==> config.mk <==
export PLATFORM = sky130hd
export DESIGN_NAME = mac_seq
export DESIGN_NICKNAME = d
export VERILOG_FILES = /design/src/rtl/mac_pkg.sv /design/src/rtl/mac_acc_sat.sv /design/src/rtl/mac_seq.sv
export SDC_FILE = /design/constraint.sdc
export NUM_CORES = 1
export LEC_CHECK = 0
export ABC_AREA = 1
export BUFFER_PORTS_ARGS = -buffer_cell sky130_fd_sc_hd__buf_2
export CAP_MARGIN = 10
export CORE_AREA = 2 2 117 119
export DETAILED_ROUTE_END_ITERATION = 6
export DIE_AREA = 0 0 119 121
export PLACE_DENSITY = 0.82
export SLEW_MARGIN = 20
export SYNTH_ARGS = -nofsm -noshare
export SYNTH_HDL_FRONTEND = slang
export SYNTH_HIERARCHICAL = 1
export SYNTH_SLANG_ARGS = --single-unit
==> constraint.sdc <==
create_clock -name clk -period 2.1 [get_ports clk]
set_clock_uncertainty 0.05 [all_clocks]
set_input_delay 0.42 -clock clk [delete_from_list [all_inputs] [get_ports clk]]
set_output_delay 0.42 -clock clk [all_outputs]
set_load 0.02 [all_outputs]
==> src/rtl/mac_pkg.sv <==
// Shared Q-format constants, FSM state encoding and Q1.15 saturation helper
// for the biased dot-product sequencer.
package mac_pkg;

    localparam int unsigned Q17_FRAC  = 7;
    localparam int unsigned Q215_FRAC = 14;
    localparam logic [15:0] Q115_MAX  = 16'h7FFF;
    localparam logic [15:0] Q115_MIN  = 16'h8000;

    typedef enum logic [1:0] {
        IDLE  = 2'd0,
        RUN   = 2'd1,
        DRAIN = 2'd2,
        OUT   = 2'd3
    } state_t;

    typedef struct packed {
        logic [15:0] data;
        logic        sat;
    } sat_t;

    // Clip a signed Q.15-aligned value into the 16-bit Q1.15 range.
    function automatic sat_t sat_q115(input logic signed [31:0] v);
        sat_t r;
        r.data = v[15:0];
        r.sat  = 1'b0;
        if (v > 32'sd32767) begin
            r.data = Q115_MAX;
            r.sat  = 1'b1;
        end else if (v < -32'sd32768) begin
            r.data = Q115_MIN;
            r.sat  = 1'b1;
        end
        return r;
    endfunction

endpackage

==> src/rtl/mac_acc_sat.sv <==
// Datapath for mac_seq: product register, Q2.14 accumulator and the final
// shift/saturate into a registered Q1.15 result.
module mac_acc_sat
    import mac_pkg::*;
#(
    parameter int unsigned ACC_W = 24
) (
    input  logic        clk,
    input  logic        rst,
    input  logic        clear,
    input  logic        load,
    input  logic        p_en,
    input  logic        out_en,
    input  logic [7:0]  bias,
    input  logic [7:0]  a_data,
    input  logic [7:0]  b_data,
    output logic [15:0] out_data,
    output logic        out_sat
);

    localparam int unsigned BIAS_SH = Q215_FRAC - Q17_FRAC;

    logic signed [15:0]      prod_q;
    logic                    p_vld;
    logic signed [ACC_W-1:0] acc_q;

    logic signed [15:0] a_ext_c;
    logic signed [15:0] b_ext_c;
    logic signed [15:0] prod_c;
    logic signed [31:0] shifted_c;
    sat_t               sat_c;

    // Sign-extend before multiplying so -1 x -1 lands on +1.0 (0x4000).
    assign a_ext_c   = 16'($signed(a_data));
    assign b_ext_c   = 16'($signed(b_data));
    assign prod_c    = a_ext_c * b_ext_c;
    assign shifted_c = $signed(32'(acc_q)) <<< 1;
    assign sat_c     = sat_q115(shifted_c);

    always_ff @(posedge clk or posedge rst) begin
        if (rst) begin
            prod_q <= '0;
            p_vld  <= 1'b0;
            acc_q  <= '0;
        end else if (clear) begin
            prod_q <= '0;
            p_vld  <= 1'b0;
        end else if (load) begin
            acc_q  <= ACC_W'($signed(bias)) <<< BIAS_SH;
            p_vld  <= 1'b0;
        end else begin
            if (p_en) begin
                prod_q <= prod_c;
            end
            p_vld <= p_en;
            // Accumulation trails acceptance by one cycle.
            if (p_vld) begin
                acc_q <= acc_q + ACC_W'(prod_q);
            end
        end
    end

    always_ff @(posedge clk or posedge rst) begin
        if (rst) begin
            out_data <= '0;
            out_sat  <= 1'b0;
        end else if (out_en) begin
            out_data <= sat_c.data;
            out_sat  <= sat_c.sat;
        end
    end

endmodule

==> src/rtl/mac_seq.sv <==
// Biased dot-product sequencer: accepts len Q1.7 operand pairs, accumulates
// their products onto the bias and returns one saturated Q1.15 result.
module mac_seq
    import mac_pkg::*;
#(
    parameter  int unsigned N_MAX = 64,
    parameter  int unsigned ACC_W = 24,
    localparam int unsigned LEN_W = $clog2(N_MAX + 1)
) (
    input  logic             clk,
    input  logic             rst,
    input  logic             start,
    input  logic [LEN_W-1:0] len,
    input  logic [7:0]       bias,
    input  logic             abort,
    input  logic             in_valid,
    output logic             in_ready,
    input  logic [7:0]       a_data,
    input  logic [7:0]       b_data,
    output logic             out_valid,
    input  logic             out_ready,
    output logic [15:0]      out_data,
    output logic             out_sat,
    output logic             busy
);

    state_t           state;
    logic [LEN_W-1:0] cnt;

    logic load_c;
    logic hs_c;
    logic out_en_c;

    // abort outranks every handshake issued in the same cycle.
    assign load_c   = (state == IDLE) && start && !abort;
    assign hs_c     = in_valid && in_ready && !abort;
    assign out_en_c = (state == OUT) && !out_valid && !abort;

    always_ff @(posedge clk or posedge rst) begin
        if (rst) begin
            state     <= IDLE;
            cnt       <= '0;
            in_ready  <= 1'b0;
            out_valid <= 1'b0;
            busy      <= 1'b0;
        end else if (abort) begin
            state     <= IDLE;
            in_ready  <= 1'b0;
            out_valid <= 1'b0;
            busy      <= 1'b0;
        end else begin
            case (state)
                IDLE: begin
                    if (start) begin
                        cnt  <= len;
                        busy <= 1'b1;
                        if (len == '0) begin
                            state <= OUT;
                        end else begin
                            state    <= RUN;
                            in_ready <= 1'b1;
                        end
                    end
                end
                RUN: begin
                    if (hs_c) begin
                        cnt <= cnt - LEN_W'(1);
                        if (cnt == LEN_W'(1)) begin
                            state    <= DRAIN;
                            in_ready <= 1'b0;
                        end
                    end
                end
                DRAIN: begin
                    state <= OUT;
                end
                OUT: begin
                    // First OUT cycle registers the result; valid follows.
                    if (!out_valid) begin
                        out_valid <= 1'b1;
                    end else if (out_ready) begin
                        out_valid <= 1'b0;
                        busy      <= 1'b0;
                        state     <= IDLE;
                    end
                end
                default: begin
                    state <= IDLE;
                end
            endcase
        end
    end

    mac_acc_sat #(
        .ACC_W (ACC_W)
    ) u_acc_sat (
        .clk      (clk),
        .rst      (rst),
        .clear    (abort),
        .load     (load_c),
        .p_en     (hs_c),
        .out_en   (out_en_c),
        .bias     (bias),
        .a_data   (a_data),
        .b_data   (b_data),
        .out_data (out_data),
        .out_sat  (out_sat)
    );

endmodule

==> flow_summary.toml, run 1 <==
[run_status]
status = "finished with violations"
violations = "negative setup slack"

[yosys]
yosysMostFrequentCell = "nand2_1"
synth_ff_type = "dfrtp_1"
ys_warn_count = 6
ys_seq_area_frac = 0.228
synth_edf_count = 0
synth-seq-cells = 70
async_flop_share = 1.00
synthesis.instances = 1160
syn_area_sq_um = 7690
syn-num-nets = 1311
synth_area_leaders = "dfrtp_1, nand2_1, fa_1, inv_1, ha_1"
yosysUniqueCellTypes = 39
synthTopCellsByCount = "nand2_1, inv_1, nor2_1"
synth_area_leader_cell = "dfrtp_1"
synth_top_area_frac = 0.228
syn_avg_cell_area_sq_um = 6.63

[floorplanning]
io_pins = 57
initial_core_util = 0.588
core-area_sq_um = 13100
fp.dieH_microns = 121
dieArea_sq_um = 14400
die_w_microns = 119
placementRows = 42

[placed_design]
place_congestion = 0.991
dpl-instance-area_sq_um = 8680
dp_hpwl_mm = 14.9
portBuffers = 56

[setup_path]
path_max_fanout = 8
arrival_ns = 3.89
r2r_slack_ns = 0.04
cpPeakStageDelay_ns = 0.58
end_kind = "flop"
r2r_cells = 11
crit_chain = "buf_12 > nand2_4 > inv_2 > fa_1 > inv_2 > fa_1 > inv_1 > fa_1 > inv_1 > fa_1 > inv_2 > ha_4 > a21o_1 > a31oi_1 > nand2_1 > a21oi_1 > o21ai_1 > nand2_1"
slowest_stage = "fa_1"
critical_path.most_common_cell = "fa_1"
cp-start-kind = "input port"
crit_type = "in2reg"
worstPathRequired_ns = 2.32
r2r_end = "u_acc_sat/prod_q[9]"
reg2reg_from = "state[0]"

[finish]
syn2layout_area_growth_pct = 23.9
stdcell_area_sq_um = 9540
final-seq-area_sq_um = 1750
nFillCells = 934
antennaDiodeCount = 0
multi_input_area_sq_um = 5310
drive_gt1_frac = 0.211
final_nets = 1414
post-route-util = 0.729

[detailed_routing]
ant_nets = 0
drt-initial-drc-count = 697
drt-pass1-iter-count = 6
dr_total_vias = 7597
drc = 0
wire_per_inst_microns = 14.1
viasPerCell = 5.26
drt-total-wl_mm = 20.4

[global_routing]
track_usage = 0.287
grt_max_degree = 41
grt_pass1_vias = 7314
grt_overflow = 0
grt_antenna_before_repair = 0
grt_pass1_wl_mm = 33.4

[clocking]
clkLatencyLatePin_ns = 0.34
clockBufferDepth = 2
postCtsHoldBufs = 0
cts_tree = "done"
clkSlewWorstSetupHoldPaths_ns = 0.07
htreeDepth = 3
cts_root_buf = "clkbuf_16"
cts_sinks = 70
numCtsBuffers = 9

[run]
max_cap_violations = 0

[sta]
setup_violations = 13
period_share = 1.74
rsz0062_at_grt = "yes"
hold_viol = 0
setup_slack_ns = -1.56
final_max_slew_viol_count = 0
tightestPinTransition_ns = 0.487
worst_hold_slack_ns = 0.0350
clock.fmax_mhz = 273
tns_ns = -16.49
relSlewSlack = 0.675
period_minus_slack_ns = 3.66

[pwr]
p_seq_frac = 0.204
ir_drop_v = 0.000894
finalPower_uw = 11300
swShare = 0.474
leakagePower_uw = 0.00549
combPwrFrac = 0.646
p_sw_uw = 5370
p_int_uw = 5950
power_density_nw_per_um2 = 1190
clkPwrFrac = 0.150

[worst_hold_path]
hp-class = "in2async"
[sequential cells by signal, summed over array words and instances, names as in the netlist]
signal and count:
busy 1, u_acc_sat/prod_q 16, cnt 7, u_acc_sat/p_vld 1, u_acc_sat/acc_q 24, out_valid 1, u_acc_sat/out_sat 1, state 2
u_acc_sat/out_data 16, in_ready 1
[per-layer routing]
metal	up-vias	GRT usage	part of all wire
met5	-	0	0
met1	3539	0.378	0.41
li1	3694	-	-
met3	48	0.0404	0.076
met4	0	0.0915	0.027
met2	316	0.493	0.49
[repair_timing]
| item | 4_1_cts | 5_1_grt |
|---|---|---|
| endpoints found under the setup margin | 13 | 32 |
| cloned | 0 | 1 |
| setup buffers | 4 | 7 |
| pin swaps | 32 | 42 |
| gates resized for setup | 71 | 74 |
[worst max-delay path: cells and delay by family]
family	cells	cell delay, ns
buffers and inverters	6	0.42
adder cells (fa/ha/maj)	5	2.29
AO/OA/AOI/OAI	4	0.55
AND/OR/NAND/NOR	3	0.21
[cell families (layout without fill, tap and decap cells)]
group	Yosys count	in the layout	synth area share
adder cells (fa/ha/maj)	114	114	0.240
flip-flops	70	70	0.228
XOR/XNOR	8	8	0.00911
AND/OR/NAND/NOR	574	574	0.299
buffers and inverters	295	403	0.148
AO/OA/AOI/OAI	99	99	0.0761
[power by group through the flow]
stage	sequential (uW)	combinational [uW]	clock [uW]
6_report	2310	7320	1700
5_1_grt	2360	8140	1780
3_5_place_dp	2300	6450	0
4_1_cts	2280	6700	1710
2_1_floorplan	2360	4580	0
3_3_place_gp	2280	6300	0
[area by class of cell]
cell class,instances,area share
well taps,176,0.0231
repair inverters,1,0.000525
inverters,268,0.107
flip-flops and latches,70,0.184
clock buffers,9,0.0236
clock inverters,7,0.0110
repair buffers,118,0.0941
multi-input cells,795,0.557
[stage by stage]
step / std cells / setup slack [ns]
5_1_grt: 1444 / -1.73
2_1_floorplan: 1160 / -1.72
3_5_place_dp: 1419 / -1.98
3_3_place_gp: 1419 / -1.95
4_1_cts: 1439 / -1.51
6_report: 1444 / -1.56
[worst max path at each step]
| stage | startpoint | endpoint | slack (ns) | cells past startpoint |
|---|---|---|---|---|
| floorplan | a_data[7] | u_acc_sat/prod_q[14] | -1.72 | 18 |
| global placement | b_data[7] | u_acc_sat/prod_q[13] | -1.95 | 19 |
| detailed placement | b_data[7] | u_acc_sat/prod_q[13] | -1.98 | 19 |
| CTS | a_data[7] | u_acc_sat/prod_q[12] | -1.51 | 17 |
| global route | a_data[7] | u_acc_sat/prod_q[12] | -1.73 | 19 |
| finish | a_data[7] | u_acc_sat/prod_q[12] | -1.56 | 18 |
[placed cells by master (no fill, tap or decap), drive strengths merged]
cell type	n
o21bai	1
dfrtp	70
bufinv	2
a21oi	31
o211ai	2
nand2	397
inv	268
nand3	62
fa	56
clkbuf	10
nor2	96
xnor2	8
nand3b	5
clkinv	3
ha	58
nor3	2
buf	117
or2	2
a32o	2
a21o	1
nand4	10
o31ai	1
o21a	1
o22ai	1
clkinvlp	3
o21ai	50
a22o	6
a31oi	3
Note: power is estimated with default switching activity, not from simulation.
==> run 2, diff against run 1 <==
- CTS_CLUSTER_DIAMETER: unset -> 40
- PLACE_DENSITY: 0.82 -> 0.78
==> run 2 against run 1 <==
Compared with the run above: the run still ends with negative setup slack left; sequential share of layout area fell by 0.50 points; cell area rose by 2.9%; sequential power about the same; wire length rose by 1.5%; first-iteration DRC count down 9.2%; highest routed layer unchanged.
==> flow_summary.toml, run 2 (synthesis results as in run 1) <==
[run_status]
status = "finished with violations"
violations = "negative setup slack"

[sta]
period_minus_slack_ns = 3.63
rsz0062_at_grt = "yes"
tns_ns = -15.89
hold_viol = 0
relSlewSlack = 0.679
setup_violations = 12
setup_slack_ns = -1.53
clock.fmax_mhz = 275
period_share = 1.73
tightestPinTransition_ns = 0.481
final_max_slew_viol_count = 0
worst_hold_slack_ns = 0.0331

[finish]
final-seq-area_sq_um = 1760
syn2layout_area_growth_pct = 27.6
multi_input_area_sq_um = 5490
reg_top3 = "u_acc_sat/acc_q: 24 flops, u_acc_sat/out_data: 16 flops, u_acc_sat/prod_q: 16 flops"
nFillCells = 911
largest_reg_flops = 24
regMostFlops = "u_acc_sat/acc_q"
final_cell_count_no_fill = 1456
antennaDiodeCount = 0
mostFrequentLayoutCell = "nand2_1"
drive_gt1_frac = 0.248
final_nets = 1426
layout_common_cells = "nand2_1, inv_1, nor2_1"
post-route-util = 0.750

[global_routing]
track_usage = 0.282
grt_overflow = 0
grt_pass1_vias = 6988
grt_pass1_wl_mm = 32.4
grt_max_degree = 32
grt_antenna_before_repair = 0

[detailed_routing]
drt-initial-drc-count = 633
drt-total-wl_mm = 20.7
drc = 0
wire_per_inst_microns = 14.2
dr_total_vias = 7579
drt-pass1-iter-count = 5
ant_nets = 0
viasPerCell = 5.21

[setup_path]
cp-start-kind = "input port"
worstPathRequired_ns = 2.27
crit_type = "in2reg"
path_max_fanout = 8
end_kind = "flop"
arrival_ns = 3.81

[worst_hold_path]
hp-class = "in2async"

[run]
max_cap_violations = 0

[clocking]
cts_tree = "done"
cts_root_buf = "clkbuf_16"
htreeDepth = 3
numCtsBuffers = 9
postCtsHoldBufs = 0
cts_sinks = 70
clkSlewWorstSetupHoldPaths_ns = 0.06
clkLatencyLatePin_ns = 0.34
clockBufferDepth = 2

[pwr]
power_density_nw_per_um2 = 1180
ir_drop_v = 0.000913
leakagePower_uw = 0.00558

[floorplanning]
die_w_microns = 119
fp.dieH_microns = 121
dieArea_sq_um = 14400
core-area_sq_um = 13100
placementRows = 42
io_pins = 57
initial_core_util = 0.588

[placed_design]
place_congestion = 0.981
dp_hpwl_mm = 15.1
dp_cells = 1424
portBuffers = 56
dpl_worst_slack_ns = -2.05
==> run 2: changes by cell type in the layout (fill, tap and decap cells not counted), sizes merged <==
cell	before	now
buf	117	131
bufinv	2	0
clkbuf	10	9
clkinv	3	2
inv	268	270
==> run 2: worst paths after layout <==
check | start | to | slack (ns) | cells past startpoint
setup / recovery | a_data[7] | u_acc_sat/prod_q[12] | -1.53 | 17
hold / removal | rst | u_acc_sat/out_data[2] | 0.03 | 2
setup reg to reg | u_acc_sat/prod_q[15] | u_acc_sat/acc_q[20] | 0.05 | 11
hold reg to reg | u_acc_sat/out_data[12] | u_acc_sat/out_data[12] | 0.43 | 2
max in group asynchronous | rst | u_acc_sat/prod_q[15] | 1.34 | 3
min in group clk | bias[0] | u_acc_sat/acc_q[7] | 0.30 | 3
==> run 2: metrics by stage <==
step                total power (uW)  instance area (sq um)
CTS                            10700                   9380
global route                   12500                   9820
detailed placement              8830                   8700
finish                         11600                   9820
global placement                8650                   8700
floorplan                       6940                   8030
==> run 2: where the power goes <==
part / internal, uW / switching, uW
combinational: 3300 / 4490
sequential: 1830 / 480
clock: 825 / 663
total: 5950 / 5630
==> run 2: timing repair <==
item,4_1_cts,5_1_grt
setup buffers,6,11
pin swaps,55,42
gates resized for setup,99,104
endpoints found under the setup margin,16,38
hold endpoints to repair,0,0
cloned,0,0
==> run 2: worst max-delay path, cell delays in order <==
cell     delay, ns
buf_12        0.12
nand2_4       0.06
inv_2         0.03
fa_1          0.58
inv_2         0.09
fa_1          0.49
inv_1         0.05
fa_1          0.47
inv_1         0.05
fa_1          0.48
inv_2         0.05
ha_4          0.23
a21o_1        0.18
a31oi_1       0.19
nand2_1       0.10
o21ai_1       0.15
nand2_1       0.07
==> run 2: layout make-up <==
cell class,count,share of cell area
flip-flops and latches,70,0.179
well taps,176,0.0224
repair buffers,131,0.106
clock inverters,7,0.00625
clock buffers,9,0.0229
inverters,268,0.104
multi-input cells,795,0.560
==> run 2: routing by layer <==
metal | part of all wire | vias to the layer above | GRT usage
li1 | - | 3723 | -
met1 | 0.43 | 3491 | 0.375
met2 | 0.48 | 311 | 0.484
met3 | 0.063 | 54 | 0.0343
met4 | 0.027 | 0 | 0.0818
met5 | 0 | - | 0
